--- src/rtl/id_ex_register.sv ---
// Decode-to-execute pipeline register for the 5-stage RV32 core.
// Holds on stall, inserts an all-zero bubble on flush, and counts inserted bubbles.
module id_ex_register #(
  parameter int DATA_WIDTH     = 32,
  parameter int REG_ADDR_WIDTH = 5,
  parameter int CNT_WIDTH      = 16
) (
  input  logic                      clk,
  input  logic                      rst,
  input  logic                      StallE,
  input  logic                      FlushE,
  input  logic                      ValidD,
  input  logic                      RegWriteD,
  input  logic                      MemWriteD,
  input  logic [1:0]                ResultSrcD,
  input  logic                      JumpD,
  input  logic                      BranchD,
  input  logic                      ALUSrcD,
  input  logic                      ALUSrcAD,
  input  logic                      SumSrcD,
  input  logic                      ControlSignalD,
  input  logic [3:0]                ALUControlD,
  input  logic [1:0]                StoreSrcD,
  input  logic [2:0]                TypeBranchD,
  input  logic [2:0]                LoadSrcD,
  input  logic [DATA_WIDTH-1:0]     RD1D,
  input  logic [DATA_WIDTH-1:0]     RD2D,
  input  logic [REG_ADDR_WIDTH-1:0] Rs1D,
  input  logic [REG_ADDR_WIDTH-1:0] Rs2D,
  input  logic [REG_ADDR_WIDTH-1:0] RdD,
  input  logic [DATA_WIDTH-1:0]     PCD,
  input  logic [DATA_WIDTH-1:0]     PCPlus4D,
  input  logic [DATA_WIDTH-1:0]     ImmExtD,
  output logic                      RegWriteE,
  output logic                      MemWriteE,
  output logic [1:0]                ResultSrcE,
  output logic                      JumpE,
  output logic                      BranchE,
  output logic                      ALUSrcE,
  output logic                      ALUSrcAE,
  output logic                      SumSrcE,
  output logic                      ControlSignalE,
  output logic [3:0]                ALUControlE,
  output logic [1:0]                StoreSrcE,
  output logic [2:0]                TypeBranchE,
  output logic [2:0]                LoadSrcE,
  output logic [DATA_WIDTH-1:0]     RD1E,
  output logic [DATA_WIDTH-1:0]     RD2E,
  output logic [REG_ADDR_WIDTH-1:0] Rs1E,
  output logic [REG_ADDR_WIDTH-1:0] Rs2E,
  output logic [REG_ADDR_WIDTH-1:0] RdE,
  output logic [DATA_WIDTH-1:0]     PCE,
  output logic [DATA_WIDTH-1:0]     PCPlus4E,
  output logic [DATA_WIDTH-1:0]     ImmExtE,
  output logic                      ValidE,
  output logic [CNT_WIDTH-1:0]      BubbleCountE
);

  typedef struct packed {
    logic                      reg_write;
    logic                      mem_write;
    logic [1:0]                result_src;
    logic                      jump;
    logic                      branch;
    logic                      alu_src;
    logic                      alu_src_a;
    logic                      sum_src;
    logic                      control_signal;
    logic [3:0]                alu_control;
    logic [1:0]                store_src;
    logic [2:0]                type_branch;
    logic [2:0]                load_src;
    logic [DATA_WIDTH-1:0]     rd1;
    logic [DATA_WIDTH-1:0]     rd2;
    logic [REG_ADDR_WIDTH-1:0] rs1;
    logic [REG_ADDR_WIDTH-1:0] rs2;
    logic [REG_ADDR_WIDTH-1:0] rd;
    logic [DATA_WIDTH-1:0]     pc;
    logic [DATA_WIDTH-1:0]     pc_plus4;
    logic [DATA_WIDTH-1:0]     imm_ext;
    logic                      valid;
  } stage_t;

  localparam logic [CNT_WIDTH-1:0] CNT_ONE = {{(CNT_WIDTH-1){1'b0}}, 1'b1};

  stage_t               stage_d, stage_q;
  logic [CNT_WIDTH-1:0] bubble_cnt_d, bubble_cnt_q;
  logic                 load_bubble;

  always_comb begin
    stage_d      = stage_q;
    bubble_cnt_d = bubble_cnt_q;
    load_bubble  = 1'b0;
    if (FlushE) begin
      stage_d     = '0;
      load_bubble = 1'b1;
    end else if (!StallE) begin
      stage_d.reg_write      = RegWriteD;
      stage_d.mem_write      = MemWriteD;
      stage_d.result_src     = ResultSrcD;
      stage_d.jump           = JumpD;
      stage_d.branch         = BranchD;
      stage_d.alu_src        = ALUSrcD;
      stage_d.alu_src_a      = ALUSrcAD;
      stage_d.sum_src        = SumSrcD;
      stage_d.control_signal = ControlSignalD;
      stage_d.alu_control    = ALUControlD;
      stage_d.store_src      = StoreSrcD;
      stage_d.type_branch    = TypeBranchD;
      stage_d.load_src       = LoadSrcD;
      stage_d.rd1            = RD1D;
      stage_d.rd2            = RD2D;
      stage_d.rs1            = Rs1D;
      stage_d.rs2            = Rs2D;
      stage_d.rd             = RdD;
      stage_d.pc             = PCD;
      stage_d.pc_plus4       = PCPlus4D;
      stage_d.imm_ext        = ImmExtD;
      stage_d.valid          = ValidD;
      load_bubble            = !ValidD;
    end
    // Saturate rather than wrap so a long-running counter never reads low.
    if (load_bubble && (bubble_cnt_q != '1)) begin
      bubble_cnt_d = bubble_cnt_q + CNT_ONE;
    end
  end

  always_ff @(posedge clk or posedge rst) begin
    if (rst) begin
      stage_q      <= '0;
      bubble_cnt_q <= '0;
    end else begin
      stage_q      <= stage_d;
      bubble_cnt_q <= bubble_cnt_d;
    end
  end

  assign RegWriteE      = stage_q.reg_write;
  assign MemWriteE      = stage_q.mem_write;
  assign ResultSrcE     = stage_q.result_src;
  assign JumpE          = stage_q.jump;
  assign BranchE        = stage_q.branch;
  assign ALUSrcE        = stage_q.alu_src;
  assign ALUSrcAE       = stage_q.alu_src_a;
  assign SumSrcE        = stage_q.sum_src;
  assign ControlSignalE = stage_q.control_signal;
  assign ALUControlE    = stage_q.alu_control;
  assign StoreSrcE      = stage_q.store_src;
  assign TypeBranchE    = stage_q.type_branch;
  assign LoadSrcE       = stage_q.load_src;
  assign RD1E           = stage_q.rd1;
  assign RD2E           = stage_q.rd2;
  assign Rs1E           = stage_q.rs1;
  assign Rs2E           = stage_q.rs2;
  assign RdE            = stage_q.rd;
  assign PCE            = stage_q.pc;
  assign PCPlus4E       = stage_q.pc_plus4;
  assign ImmExtE        = stage_q.imm_ext;
  assign ValidE         = stage_q.valid;
  assign BubbleCountE   = bubble_cnt_q;

endmodule

--- config.mk ---
export PLATFORM = sky130hd
export DESIGN_NAME = id_ex_register
export DESIGN_NICKNAME = d
export VERILOG_FILES = /design/src/rtl/id_ex_register.sv
export SDC_FILE = /design/constraint.sdc
export NUM_CORES = 1
export LEC_CHECK = 0
export ABC_CLOCK_PERIOD_IN_PS = 11300
export BUFFER_PORTS_ARGS = -buffer_cell sky130_fd_sc_hd__buf_2
export CORE_AREA = 2 2 160 162
export CTS_BUF_LIST = sky130_fd_sc_hd__clkbuf_8 sky130_fd_sc_hd__clkbuf_16
export DETAILED_ROUTE_END_ITERATION = 10
export DIE_AREA = 0 0 162 164
export SETUP_SLACK_MARGIN = 0.3
export SLEW_MARGIN = 0
export SYNTH_ARGS = -nofsm -noshare
export SYNTH_HDL_FRONTEND = slang
export SYNTH_SLANG_ARGS = --single-unit
--- constraint.sdc ---
create_clock -name clk -period 11.3 [get_ports clk]
set_input_delay 1.13 -clock clk [delete_from_list [all_inputs] [get_ports clk]]
set_output_delay 1.13 -clock clk [all_outputs]
set_load 0.01 [all_outputs]
==> impl_summary.md <==
Run status
The run finished with clean final reports.

Timing
Setup slack closes at roughly 8 ns. At the pin with the least slew margin, the transition time is around 1.1 ns. The relative max-transition margin is 28.79%.

Setup total negative slack on the finished layout was measured at 0 ns. The number of hold violations in the final report was 0. The worst path in the final design needs a cycle of about 3.2 ns, including I/O delays and setup. The final number of setup-violating endpoints is 0. The maximum achievable frequency is approximately 0.31 GHz. Setup repair after global routing left no endpoint under its margin. The final critical path takes up between 20% and 30% of the cycle. The clock skew after layout is roughly 0.0034 ns. The final count of pins violating max slew is 0.

Min path
The hold-critical path endpoint is RD1E[5]. The number of cells on the worst hold path is 2. The class of the tightest hold or removal check is register to register. The worst hold path begins at RD1E[5].

Detailed routing
After detailed routing, the average wire length per cell comes to approximately 17 um. The number of iterations in the first detailed-routing pass is 5. In this run the remaining antenna-violating nets after routing total 0.

In the routed layout, each cell is associated on average with a via count of roughly 4.6. After the first detailed-routing iteration, the DRC count stood at 380. The DRC violations left is 0. The routed design has 24.16 mm of wire. The detailed router placed 6723 vias in this run.

Worst setup path
The type of the setup path with the least slack is primary input to register. The critical path contains buffers and inverters numbering 2 combined. The capture point of the worst reg-to-reg path is BubbleCountE[1]. The critical path's largest stage delay is approximately 0.77 ns.

The register-to-register setup slack is 9.56 ns. STA classifies the critical path endpoint as a register. STA classifies the critical path startpoint as a primary input. Walking the worst path, the cells encountered are buf_8, buf_4, o21ba_2, nor2_4, nand4_1, mux2_2. Broken down by cell family, the worst path's largest delay share belongs to buffers and inverters. For this design, the slowest cell found on the critical path is sky130_fd_sc_hd__buf_4. The cell count of the worst reg-to-reg path is 5. In this run the worst path has a maximum fanout of ~110. The required time at the worst-slack endpoint is ~12 ns. The startpoint of the most critical register-to-register path is BubbleCountE[0]. STA puts the critical path data arrival time at 3.57 ns.

Global route
The number of antenna violations at the first check in global routing was 1. The global router's overall resource usage is between 15 and 20%. Global routing finished with a remaining overflow of 0. The global-route wire length before repair is approximately 37 mm. Entering global routing, the biggest net connects between 100 and 150 pins.

The number of global-route vias before repair is about 6800.

Yosys
By instance count, the leading cell after synthesis is sky130_fd_sc_hd__dfrtp_1. The number of instances in the synthesized netlist is just over 700. The synthesis warning total is 0. The sequential cell area fraction in the yosys report is about three fifths. The number of nets in the synthesized netlist is approximately 920. Counting flops with a built-in enable in the synthesized netlist gives 0.

For this run, the leading register cell type out of synthesis is sky130_fd_sc_hd__dfrtp_1. Counting instances in the post-synthesis netlist gives the leading cell types as sky130_fd_sc_hd__dfrtp_1, sky130_fd_sc_hd__nor2_1, sky130_fd_sc_hd__mux2i_1. In the synthesized netlist the async set-or-reset flop fraction comes to between 90% and 100%.

A synthesized cell averages 12.21 um2. In this run, synthesis produced a sequential element count of around 210. By area the synthesized netlist is led by sky130_fd_sc_hd__dfrtp_1, sky130_fd_sc_hd__mux2i_1, sky130_fd_sc_hd__nor2_1. The area fraction of the dominant cell type after synthesis is between 60% and 70%. Summed over all instances, the cell type with the most area after synthesis is sky130_fd_sc_hd__dfrtp_1. In this run, distinct cell masters in the synthesized netlist total 34. The cell area after technology mapping is just under 0.009 mm2.

Power and ir drop
The proportion of power drawn by flip-flops and latches is 45.0%. Combinational logic burns between 10% and 20% of the power. Cell internal power was estimated by the tool at approximately 1400 uW. The power density relative to cell area is ~160 mW/mm2. Per report_power, the clock group accounts for 40.9% of the total. The share of total power consumed by net switching is around 26%.

The net switching power is about 500 uW. In this run the static leakage power is 0.006803 uW. VDD sags by at most around 0.00010 V.

Die
For this configuration, the core starts out at a cell density of a little over a third. The floorplan has 58 rows. ~420 I/O pins were placed. From bottom edge to top edge, the die measures 164 um.

After floorplanning, the core was sized to cover 0.02482 mm2. The width of the die is ~160 um. The floorplan die area is 0.02657 mm2.

Placed design
The detailed placement HPWL is 16.90 mm. The number of buffers added on ports is between 400 and 500. Routability-driven placement finished with a final weighted congestion of ~0.77.

Timing analysis after detailed placement gives a worst setup slack of about 7.6 ns.

Clock tree
The post-CTS resize count is 0. The clock tree from TritonCTS is yes. At the later pin of the worst-skew pair, clock insertion delay measures ~0.50 ns.

The level count of the clock H-tree is 1. Buffers inserted to repair hold after CTS numbered 0. Clock-pin slew was measured on the worst setup and hold paths at around 0.06 ns. The buffer count from post-CTS setup fixing is 0. The number of buffers on the longest clock path is 3. The number of buffers created by CTS is 24. The clock sink total is 214. The clock root buffer is sky130_fd_sc_hd__clkbuf_16.

Flow run
The tool flagged a number of max-cap violations equal to 0.

Cells and area
The final net count is around 1300. The share of cells above drive strength 1 is roughly two fifths. The area growth from synthesis to layout is 36.20%. Measured on the finished design, the core utilization comes to a little under half.
## kinds of logic (layout without fill, tap and decap cells)
group	after synthesis	after routing	share of synthesized area, %
AND/OR/NAND/NOR	229	229	10.62
adder cells (fa/ha/maj)	1	1	0.1437
other	0	2	0
buffers and inverters	46	462	2.400
AO/OA/AOI/OAI	13	13	1.265
XOR/XNOR	11	11	1.107
flip-flops	214	214	61.51
multiplexers	199	199	22.95
## per-stage QoR
step                      instances  hold slack, ns  cell area (um2)  power [uW]
after floorplan                 713          0.5314             8706        1025
after global placement         1418          0.4983            11050        1150
after detailed placement       1418          0.5067            11050        1155
after CTS                      1459          0.5207            11850        1953
after global routing           1459          0.5354            11850        2015
final                          1461          0.5150            11860        1922
## worst max-delay path by stage
stage	from	endpoint	slack [ns]	depth (start not counted)
CTS	StallE	BubbleCountE[10]	8.16	6
floorplan	rst	ALUControlE[0]	4.32	1
detailed placement	StallE	BubbleCountE[10]	7.62	6
global route	StallE	BubbleCountE[10]	8.03	6
finish	StallE	BubbleCountE[10]	8.11	6
global placement	StallE	BubbleCountE[10]	7.64	6
## layout make-up
class | instances | area (um2)
fillers | 2342 | 12960
flip-flops and latches | 214 | 5355
multi-input cells | 453 | 3142
repair buffers | 419 | 2123
clock buffers | 31 | 708.2
well taps | 330 | 412.9
clock inverters | 10 | 96.34
inverters | 2 | 15.01
diodes | 2 | 5.005
## cell usage in the layout (no fill, tap or decap), types with 3 or more instances in the layout
cell | Yosys | layout
sky130_fd_sc_hd__nor2_1 | 202 | 202
sky130_fd_sc_hd__xor2_1 | 3 | 3
sky130_fd_sc_hd__nand3_1 | 5 | 5
sky130_fd_sc_hd__inv_1 | 2 | 4
sky130_fd_sc_hd__clkbuf_16 | 0 | 25
sky130_fd_sc_hd__dfrtp_1 | 214 | 214
sky130_fd_sc_hd__clkinv_2 | 0 | 5
sky130_fd_sc_hd__xnor2_1 | 8 | 8
sky130_fd_sc_hd__nand4_1 | 5 | 5
sky130_fd_sc_hd__mux2i_1 | 197 | 197
sky130_fd_sc_hd__a41oi_1 | 3 | 3
sky130_fd_sc_hd__buf_4 | 3 | 4
sky130_fd_sc_hd__buf_2 | 20 | 413
sky130_fd_sc_hd__nand2_1 | 5 | 5
sky130_fd_sc_hd__clkbuf_8 | 0 | 6
## layer usage
layer | track usage, % | wire length, um
met5 | 0 | 0
met4 | 5.792 | 694
met3 | 4.167 | 1872
met2 | 29.86 | 11830
met1 | 21.73 | 9765
## sequential cells by signal, summed over array words and instances (netlist names), 2 cells and up
register      flops
ALUControlE       4
BubbleCountE     16
ImmExtE          32
LoadSrcE          3
PCE              32
PCPlus4E         32
RD1E             32
RD2E             32
RdE               5
ResultSrcE        2
Rs1E              5
Rs2E              5
StoreSrcE         2
TypeBranchE       3
## worst register-to-register path, stage by stage, from the launching register on
cell and delay (ns):
sky130_fd_sc_hd__dfrtp_1 0.44, sky130_fd_sc_hd__ha_1 0.27, sky130_fd_sc_hd__and2_1 0.18, sky130_fd_sc_hd__and4_4 0.19
sky130_fd_sc_hd__a31o_4 0.25, sky130_fd_sc_hd__mux2_4 0.29
## power by group through the flow
| stage | Clock, uW | Combinational, uW | Sequential (uW) |
|---|---|---|---|
| finish | 786 | 271 | 866 |
| global route | 842 | 300 | 873 |
| CTS | 810 | 277 | 866 |
| detailed placement | 0 | 277 | 878 |
| global placement | 0 | 273 | 877 |
| floorplan | 0 | 126 | 899 |
No activity file was read; power rests on OpenSTA's default activity.
